===== config.mk =====
export PLATFORM = sky130hd
export DESIGN_NAME = cmd_dispatcher_flat
export DESIGN_NICKNAME = d
export VERILOG_FILES = /design/src/rtl/kv_cmd_pkg.sv /design/src/rtl/cmd_dispatcher_if.sv /design/src/rtl/cmd_stall_timer.sv /design/src/rtl/cmd_dispatcher.sv /design/src/flat_wrapper.sv
export SDC_FILE = /design/constraint.sdc
export NUM_CORES = 1
export LEC_CHECK = 0
export CORE_MARGIN = 8
export CORE_UTILIZATION = 50
export DETAILED_ROUTE_END_ITERATION = 10
export GPL_TIMING_DRIVEN = 1
export PLACE_DENSITY = 0.76
export SLEW_MARGIN = 5
export SYNTH_ARGS = -nofsm -noshare
export SYNTH_HDL_FRONTEND = slang
export SYNTH_SLANG_ARGS = --single-unit

===== constraint.sdc =====
create_clock -name clk -period 2.7 [get_ports clk]
set_input_delay 0.405 -clock clk [delete_from_list [all_inputs] [get_ports clk]]
set_output_delay 0.405 -clock clk [all_outputs]
set_load 0.005 [all_outputs]

===== src/rtl/kv_cmd_pkg.sv =====
// Shared definitions for the key-value command front end: FSM states, error codes,
// opcode assignments and the frame header layout.
package kv_cmd_pkg;

  typedef enum logic [2:0] {
    ST_IDLE,
    ST_LEN,
    ST_PAYLOAD,
    ST_WAIT_DONE,
    ST_DRAIN
  } state_t;

  localparam logic [1:0] ERR_NONE    = 2'd0;
  localparam logic [1:0] ERR_OPCODE  = 2'd1;
  localparam logic [1:0] ERR_LENGTH  = 2'd2;
  localparam logic [1:0] ERR_TIMEOUT = 2'd3;

  localparam logic [7:0] OP_REFER  = 8'd0;
  localparam logic [7:0] OP_ASSIGN = 8'd1;
  localparam logic [7:0] OP_DELETE = 8'd2;
  localparam logic [7:0] OP_QUERY  = 8'd3;

  typedef struct packed {
    logic [7:0] opcode;
    logic [7:0] len;
  } frame_hdr_t;

endpackage


===== src/rtl/cmd_dispatcher_if.sv =====
// Host byte stream plus the one-hot payload bus toward the command units.
interface cmd_dispatcher_if #(
  parameter int unsigned NUM_CMDS = 4
);
  logic                in_valid;
  logic [7:0]          in_byte;
  logic                in_ready;
  logic [NUM_CMDS-1:0] cmd_sel;
  logic                cmd_valid;
  logic [7:0]          cmd_byte;
  logic                cmd_last;
  logic [NUM_CMDS-1:0] cmd_ready;
  logic [NUM_CMDS-1:0] cmd_done;

  // Dispatcher side
  modport slave (
    input  in_valid, in_byte, cmd_ready, cmd_done,
    output in_ready, cmd_sel, cmd_valid, cmd_byte, cmd_last
  );

  // Host receiver and command-unit side
  modport master (
    output in_valid, in_byte, cmd_ready, cmd_done,
    input  in_ready, cmd_sel, cmd_valid, cmd_byte, cmd_last
  );
endinterface


===== src/rtl/cmd_stall_timer.sv =====
// Counts consecutive stall cycles while enabled; expired_c fires on the TIMEOUT-th one.
module cmd_stall_timer #(
  parameter int unsigned TIMEOUT = 1024
) (
  input  logic clk,
  input  logic rst_n,
  input  logic enable,
  input  logic clear,
  output logic expired_c
);
  localparam int unsigned CW = $clog2(TIMEOUT + 1);

  logic [CW-1:0] count;

  assign expired_c = enable & ~clear & (count == CW'(TIMEOUT - 1));

  always_ff @(posedge clk or negedge rst_n) begin
    if (!rst_n) begin
      count <= '0;
    end else if (!enable || clear || expired_c) begin
      count <= '0;
    end else begin
      count <= count + CW'(1);
    end
  end
endmodule


===== src/rtl/cmd_dispatcher.sv =====
// Frame parser and one-hot dispatcher for the key-value command units.
// Optional stall abort enabled by defining CMD_TIMEOUT_EN.
module cmd_dispatcher
  import kv_cmd_pkg::*;
#(
  parameter int unsigned NUM_CMDS = 4,
  parameter int unsigned MAX_LEN  = 32,
  parameter int unsigned TIMEOUT  = 1024
) (
  input  logic             clk,
  input  logic             rst_n,
  cmd_dispatcher_if.slave  bus,
  output logic             busy,
  output logic             err,
  output logic [1:0]       err_code
);
  localparam logic [NUM_CMDS-1:0] SEL_ONE = NUM_CMDS'(1);
  localparam logic                TMO_CFG = (TIMEOUT != 0);

  state_t              state;
  frame_hdr_t          hdr;
  logic [7:0]          cnt;
  logic [NUM_CMDS-1:0] sel;
  logic                run;
  logic                in_xfer;
  logic                sel_ready;
  logic                sel_done;
  logic                tmo;

  assign bus.cmd_sel = sel;
  assign sel_ready   = |(bus.cmd_ready & sel);
  assign sel_done    = |(bus.cmd_done & sel);
  assign in_xfer     = bus.in_valid & bus.in_ready;

  // Payload passes straight through; ready comes back from the selected unit
  always_comb begin
    bus.in_ready  = 1'b0;
    bus.cmd_valid = 1'b0;
    bus.cmd_byte  = 8'd0;
    bus.cmd_last  = 1'b0;
    unique case (state)
      ST_IDLE:    bus.in_ready = run;
      ST_LEN:     bus.in_ready = 1'b1;
      ST_DRAIN:   bus.in_ready = 1'b1;
      ST_PAYLOAD: begin
        bus.in_ready  = sel_ready;
        bus.cmd_valid = bus.in_valid;
        bus.cmd_byte  = bus.in_byte;
        bus.cmd_last  = (cnt == 8'd1);
      end
      default: ;
    endcase
  end

`ifdef CMD_TIMEOUT_EN
  cmd_stall_timer #(
    .TIMEOUT (TIMEOUT)
  ) u_stall_timer (
    .clk       (clk),
    .rst_n     (rst_n),
    .enable    (state != ST_IDLE),
    .clear     (in_xfer | (|bus.cmd_done)),
    .expired_c (tmo)
  );
`else
  assign tmo = 1'b0;
`endif

  logic unused_cfg;
  assign unused_cfg = ^{TMO_CFG, hdr.len};

  always_ff @(posedge clk or negedge rst_n) begin
    if (!rst_n) begin
      state    <= ST_IDLE;
      hdr      <= '0;
      cnt      <= 8'd0;
      sel      <= '0;
      run      <= 1'b0;
      busy     <= 1'b0;
      err      <= 1'b0;
      err_code <= ERR_NONE;
    end else begin
      run <= 1'b1;
      err <= 1'b0;
      if (tmo) begin
        state    <= ST_IDLE;
        sel      <= '0;
        cnt      <= 8'd0;
        busy     <= 1'b0;
        err      <= 1'b1;
        err_code <= ERR_TIMEOUT;
      end else begin
        unique case (state)
          ST_IDLE: begin
            if (in_xfer) begin
              hdr.opcode <= bus.in_byte;
              state      <= ST_LEN;
              busy       <= 1'b1;
            end
          end
          ST_LEN: begin
            if (in_xfer) begin
              hdr.len <= bus.in_byte;
              if (hdr.opcode >= 8'(NUM_CMDS)) begin
                err      <= 1'b1;
                err_code <= ERR_OPCODE;
                if (bus.in_byte == 8'd0) begin
                  state <= ST_IDLE;
                  busy  <= 1'b0;
                end else begin
                  state <= ST_DRAIN;
                  cnt   <= bus.in_byte;
                end
              end else if (bus.in_byte > 8'(MAX_LEN)) begin
                err      <= 1'b1;
                err_code <= ERR_LENGTH;
                state    <= ST_DRAIN;
                cnt      <= bus.in_byte;
              end else begin
                sel <= SEL_ONE << hdr.opcode;
                if (bus.in_byte == 8'd0) begin
                  state <= ST_WAIT_DONE;
                end else begin
                  state <= ST_PAYLOAD;
                  cnt   <= bus.in_byte;
                end
              end
            end
          end
          ST_PAYLOAD: begin
            if (in_xfer) begin
              cnt <= cnt - 8'd1;
              if (cnt == 8'd1) state <= ST_WAIT_DONE;
            end
          end
          ST_WAIT_DONE: begin
            if (sel_done) begin
              state <= ST_IDLE;
              sel   <= '0;
              busy  <= 1'b0;
            end
          end
          ST_DRAIN: begin
            if (in_xfer) begin
              cnt <= cnt - 8'd1;
              if (cnt == 8'd1) begin
                state <= ST_IDLE;
                busy  <= 1'b0;
              end
            end
          end
          default: begin
            state <= ST_IDLE;
            sel   <= '0;
            busy  <= 1'b0;
          end
        endcase
      end
    end
  end
endmodule


===== src/flat_wrapper.sv =====
// flat-port wrapper written by rule: the top's interface ports become plain ports
module cmd_dispatcher_flat import kv_cmd_pkg::*;
#(
  parameter int unsigned NUM_CMDS = 4,
  parameter int unsigned MAX_LEN  = 32,
  parameter int unsigned TIMEOUT  = 1024
)
  (clk, rst_n, busy, err, err_code, bus_in_valid, bus_in_byte, bus_cmd_ready, bus_cmd_done, bus_in_ready, bus_cmd_sel, bus_cmd_valid, bus_cmd_byte, bus_cmd_last);
  cmd_dispatcher_if #(.NUM_CMDS(NUM_CMDS)) bus_i ();
  input  logic clk;
  input  logic rst_n;
  output logic busy;
  output logic err;
  output logic [1:0] err_code;
  input wire logic [$bits(bus_i.in_valid)-1:0] bus_in_valid;
  input wire logic [$bits(bus_i.in_byte)-1:0] bus_in_byte;
  input wire logic [$bits(bus_i.cmd_ready)-1:0] bus_cmd_ready;
  input wire logic [$bits(bus_i.cmd_done)-1:0] bus_cmd_done;
  output wire logic [$bits(bus_i.in_ready)-1:0] bus_in_ready;
  output wire logic [$bits(bus_i.cmd_sel)-1:0] bus_cmd_sel;
  output wire logic [$bits(bus_i.cmd_valid)-1:0] bus_cmd_valid;
  output wire logic [$bits(bus_i.cmd_byte)-1:0] bus_cmd_byte;
  output wire logic [$bits(bus_i.cmd_last)-1:0] bus_cmd_last;
  assign bus_i.in_valid = bus_in_valid;
  assign bus_i.in_byte = bus_in_byte;
  assign bus_i.cmd_ready = bus_cmd_ready;
  assign bus_i.cmd_done = bus_cmd_done;
  assign bus_in_ready = bus_i.in_ready;
  assign bus_cmd_sel = bus_i.cmd_sel;
  assign bus_cmd_valid = bus_i.cmd_valid;
  assign bus_cmd_byte = bus_i.cmd_byte;
  assign bus_cmd_last = bus_i.cmd_last;
  cmd_dispatcher #(.NUM_CMDS(NUM_CMDS), .MAX_LEN(MAX_LEN), .TIMEOUT(TIMEOUT)) u_core (.clk(clk), .rst_n(rst_n), .bus(bus_i), .busy(busy), .err(err), .err_code(err_code));
endmodule

== Word level (Yosys, flattened, before mapping) ==
Index checks and enable logic that the tools add are counted.
Word-level totals
  bits in registers: 28
  logic and storage cells: 90
Cells by class
  add/subtract/negate cells: 1
  magnitude comparators: 2
  eq/ne operators: 17
  shift operators: 1
  mux-type cells: 41
  bitwise operators: 5
  reductions and logical operators: 15
Operators by type and width (number)
  two-way mux 8 bit: 6
  two-way mux 3 bit: 10
  != test 2 x 1 -> 1 bit, second input constant: 10
  two-way mux 4 bit: 4
  one-hot mux 8 bit (2 select lines): 1
  one-hot mux 3 bit (5 select lines): 1
  two-way mux 1 bit: 14
  one-hot mux 4 bit (3 select lines): 1
  bitwise AND 4 bit: 2
  == test 8 x 1 -> 1 bit, second input constant: 1
  greater-or-equal comparator 8 x 3 -> 1 bit, second input constant: 1
  greater-than comparator 8 x 6 -> 1 bit, second input constant: 1
  logical NOT 8 bit: 1
  AND reduction 8 bit: 1
  OR reduction 4 bit: 2
  << shifter 1 x 8 -> 4 bit, first input constant: 1
  subtractor 8 x 1 -> 8 bit, second input constant: 1
  AND reduction 7 bit: 1
  == test 3 x 2 -> 1 bit, second input constant: 2
  AND reduction 3 bit: 2
  one-hot mux 1 bit (5 select lines): 1
  AND reduction 5 bit: 1
  two-way mux 2 bit: 2
  != test 2 bit, second input constant: 2
  other kinds (10): 13

== Logic depth before layout (Yosys ltp) ==
  depth in word-level cells: 6
  mapped depth: 7
  mapped depth without buffers: 6

== Worst setup path before layout ==
Ideal clock, no wire load.
  path kind: reg-to-reg
  start point: register u_core.state[0]
  end point: register u_core.hdr[10] (netlist bit)
  setup time: 0.125 ns
  data arrival time: 1.762 ns
  data required time: 2.575 ns
  slack: 0.813 ns
  stages on the path, launching flop included: 7
  buffers on the path: 1
  clock period less this slack: 1.887 ns
  path through: dfrtp_1 -> a21oi_1 -> nand3b_1 -> and2_1 -> buf_6 -> nor4_4 -> mux2_2
On the way
  longest elaborated chain between the ends: 5
  elaborated cells on any way between the ends: 8
  classes of those cells: eq/ne: 3; mux: 1; bitwise: 1; reduce/logical: 3
RTL lines
  start, declared: line cmd_dispatcher.sv:20  | state_t state;
  start signal, assigned: line cmd_dispatcher.sv:74  | state <= ST_IDLE;
  start signal, assigned: line cmd_dispatcher.sv:86  | state <= ST_IDLE;
  start signal, assigned: line cmd_dispatcher.sv:97  | state <= ST_LEN;
  == test 3 x 1 -> 1 bit or == test 3 bit (tied branches): line cmd_dispatcher.sv:41  | unique case (state)
  OR reduction 2 bit (no line)
  one-hot mux 1 bit (3 select lines): line cmd_dispatcher.sv:41
  bitwise AND 1 bit: line cmd_dispatcher.sv:33  | assign in_xfer = bus.in_valid & bus.in_ready;
  AND reduction 2 bit (no line) (*)
  end, declared: line cmd_dispatcher.sv:21  | frame_hdr_t hdr;
Mark *: on every way between the ends. The rest lies on a longest branch, timed or not.
A chain may end at the register's enable or synchronous reset.

== Worst setup path in the final report ==
  start point: register u_core.state[2]
  end point: output bus_cmd_last
On the way
  longest elaborated chain between the ends: 2
RTL lines
  == test 3 x 2 -> 1 bit: line cmd_dispatcher.sv:41
  two-way mux 1 bit: line cmd_dispatcher.sv:41
  end, declared: line flat_wrapper.sv:23  | output wire logic [$bits(bus_i.cmd_last)-1:0] bus_cmd_last;
Every way passes these cells.

==> flow_summary.toml <==
[synth]
seq_area_frac_synth_pct = 41.1
syn_inst = 180
netlist.area_leader.share_pct = 41.1
avgSynthCellArea_um2 = 9.47
synth_top_area_cell = "dfrtp_1"
synth_area_leaders = "dfrtp_1 41%, mux2_2 9.3%, and2_1 4.4%, nand2_1 3.1%, o21ai_0 2.9%"
synthDistinctLibCells = 45
netlist_area_um2 = 1700
mappedNetlistNets = 201
synth_edf_count = 0
synth_seq_cells = 28
ys.flop_type = "dfrtp_1"
async_reset_ff_share_pct = 100
ys_warn_count = 0

[timing]
fin_ws_ns = 0.151
fin_crit_sh_pct = 94.4
fin_setup_tns_ns = 0
relSlewSlack_pct = 59.1
max_freq_mhz = 392
fin_crit_ns = 2.55
fin_skew_ns = 0.00755
slew_violations = 0
grt_setup_unrepaired = "no"
final_hold_viol_count = 0
tightest_slew_ns = 0.609
setup_viol = 0

[die]
core_area_um2 = 3310
row_count = 21
io_pins = 38
initial_utilization_pct = 51.5
die_x_um = 74.4
die_area_um2 = 5530
die-height_um = 74.4

[worst_setup_path]
ff2ff_path_depth = 5
slowest_delay_ns = 0.59
r2r_start = "u_core.state[2]"
critPathCaptureType = "output port"
regToRegSetupSlack_ns = 0.32
cp_slowest_cell = "dfrtp_1"
crit_path_max_fanout = 13
worst-setup-path-type = "flip-flop to output port"
critPathRequiredTime_ns = 2.30
worstSetupStartpointType = "flip-flop"
arrival_ns = 2.14
crit_chain = "or3b_2 > nor2_1 > clkdlybuf4s50_1"
r2r-end = "u_core.hdr[13]"

[run]
drv_cap = 0

[global_route]
grt_util_all_layers_pct = 17.7
grt-ovfl-total = 0
antenna_found_initial = 0
grt_start_max_net_pins = 29
grt_pass1_vias = 1542
grt_pass1_wl_mm = 7.64

[routing]
drt_pass1_iterations = 4
wl_per_cell_um = 17.2
via_per_inst = 5.90
dr.first_iter.drc_count = 153
drc_errors = 0
dr_total_vias = 1576
ant_nets = 0
routed_wl_mm = 4.59

[cts]
tritoncts = "yes"
cts_buffers = 3
cts_buffer_depth = 2
h-tree-depth = 1
cts_sinks = 28
clk_pin_slew_ns = 0.16
cts_root_buf = "clkbuf_4"
worstSkewPairLatency_ns = 0.33
cts_hold_buf = 0

[power_and_ir_drop]
power_density_nw_per_um2 = 895
peakVddDrop_mv = 0.506
p_leak_uw = 0.000901

[final_layout]
layout-drive-gt1-share_pct = 14.5
final_cell_area_um2 = 2210
antenna_cells = 0
fin_nets = 243
areaGrowthSynthToFinish_pct = 29.5

[place]
pre_cts_slack_ns = 0.182
io_buffers = 37
place.gp.congestion = 0.882
dp_hpwl_mm = 3.59
post_dp_cell_area_um2 = 2150

[status]
run_status = "complete, no violations"

[worst_hold_path]
min_path_type = "primary input to asynchronous set/reset pin"
[area by class of cell]
type / count / area [um^2]
Clock inverter: 1 / 30.0
Clock buffer: 3 / 22.5
Timing Repair Buffer: 45 / 430
Fill cell: 275 / 1100
Sequential cell: 28 / 701
Inverter: 3 / 11.3
Multi-Input combinational cell: 141 / 955
Tap cell: 46 / 57.6
[per-layer routing]
layer  GRT usage, %  share of wire, %
met1           20.7                41
met3           5.66               7.2
met4           5.22               1.1
met2           30.0                51
met5              0                 0
[cells by family (layout without fill, tap and decap cells)]
family	after synthesis	in the layout	synth area share (%)
compound gates	49	49	19.8
fa+ha+maj	2	2	1.47
xor+xnor	2	2	1.03
other cells	1	1	0.220
flops	28	28	41.1
buf+inv	11	52	3.16
mux	14	14	9.25
simple gates	73	73	23.9
[state kept, by name (all words and copies together), names as in the netlist]
signal,cells
u_core.cnt,8
u_core.hdr,8
u_core.bus.cmd_sel,4
u_core.state,3
u_core.err_code,2
u_core.busy,1
u_core.err,1
u_core.run,1
[Yosys cell counts (5+ instances only)]
cell,instances
mux2_2,14
nor2_1,11
o21ai_0,10
nor3_1,8
nand3_1,7
and2_1,12
a31oi_1,5
nand2_1,14
o211ai_1,6
a21oi_1,7
dfrtp_1,28
[cells in the final DEF (no fill, tap or decap), types with 3 or more instances in the layout]
cell type / count
a21oi_1: 7
dfrtp_1: 28
nand2b_1: 3
o21ai_0: 10
mux2_2: 14
o211ai_1: 6
a22o_1: 3
inv_1: 3
a31oi_1: 5
and2_1: 12
and3_1: 4
nor2_1: 11
buf_4: 8
clkbuf_4: 3
o2bb2ai_1: 4
clkdlybuf4s50_1: 37
nand2_1: 14
nand3_1: 7
nor3_1: 7
[worst max-delay path: cells and delay by family (launching register included)]
kind / cells / cell delay [ns]
and+or+nand+nor: 2 / 0.70
DFF: 1 / 0.59
buffers and inverters: 1 / 0.52
[what timing repair did]
action | 4_1_cts | 5_1_grt
buffers inserted | 0 | 0
hold endpoints to repair | 0 | 0
setup endpoints to repair | 0 | 1
gates resized for setup | 0 | 1
[stage by stage]
step | hold WS (ns) | utilization [%] | power (uW) | cells
3_3_place_gp | 0.491 | 64.9 | 1650 | 263
3_5_place_dp | 0.486 | 64.9 | 1690 | 263
2_1_floorplan | 0.109 | - | 1370 | 180
5_1_grt | 0.448 | 66.7 | 2130 | 267
4_1_cts | 0.429 | 66.5 | 1970 | 267
6_report | 0.423 | 66.7 | 1980 | 267
[worst max path at each step]
stage / start / to / slack, ns / depth (start not counted)
after detailed placement: bus_cmd_ready[2] / u_core.hdr[13] / 0.18 / 6
after CTS: u_core.cnt[2] / bus_cmd_last / 0.13 / 4
after global placement: bus_in_byte[4] / u_core.bus.cmd_sel[1] / 0.25 / 6
after floorplan: u_core.state[0] / u_core.hdr[10] / 0.81 / 6
final: u_core.state[2] / bus_cmd_last / 0.15 / 3
after global routing: u_core.state[2] / bus_cmd_last / 0.04 / 3
[report_power, final]
| group | switching [uW] | internal (uW) | total, uW |
|---|---|---|---|
| combinational | 468 | 475 | 944 |
| clock | 130 | 150 | 280 |
| sequential | 170 | 582 | 752 |
| total | 768 | 1210 | 1980 |
Power figures use the tool's default switching activity.
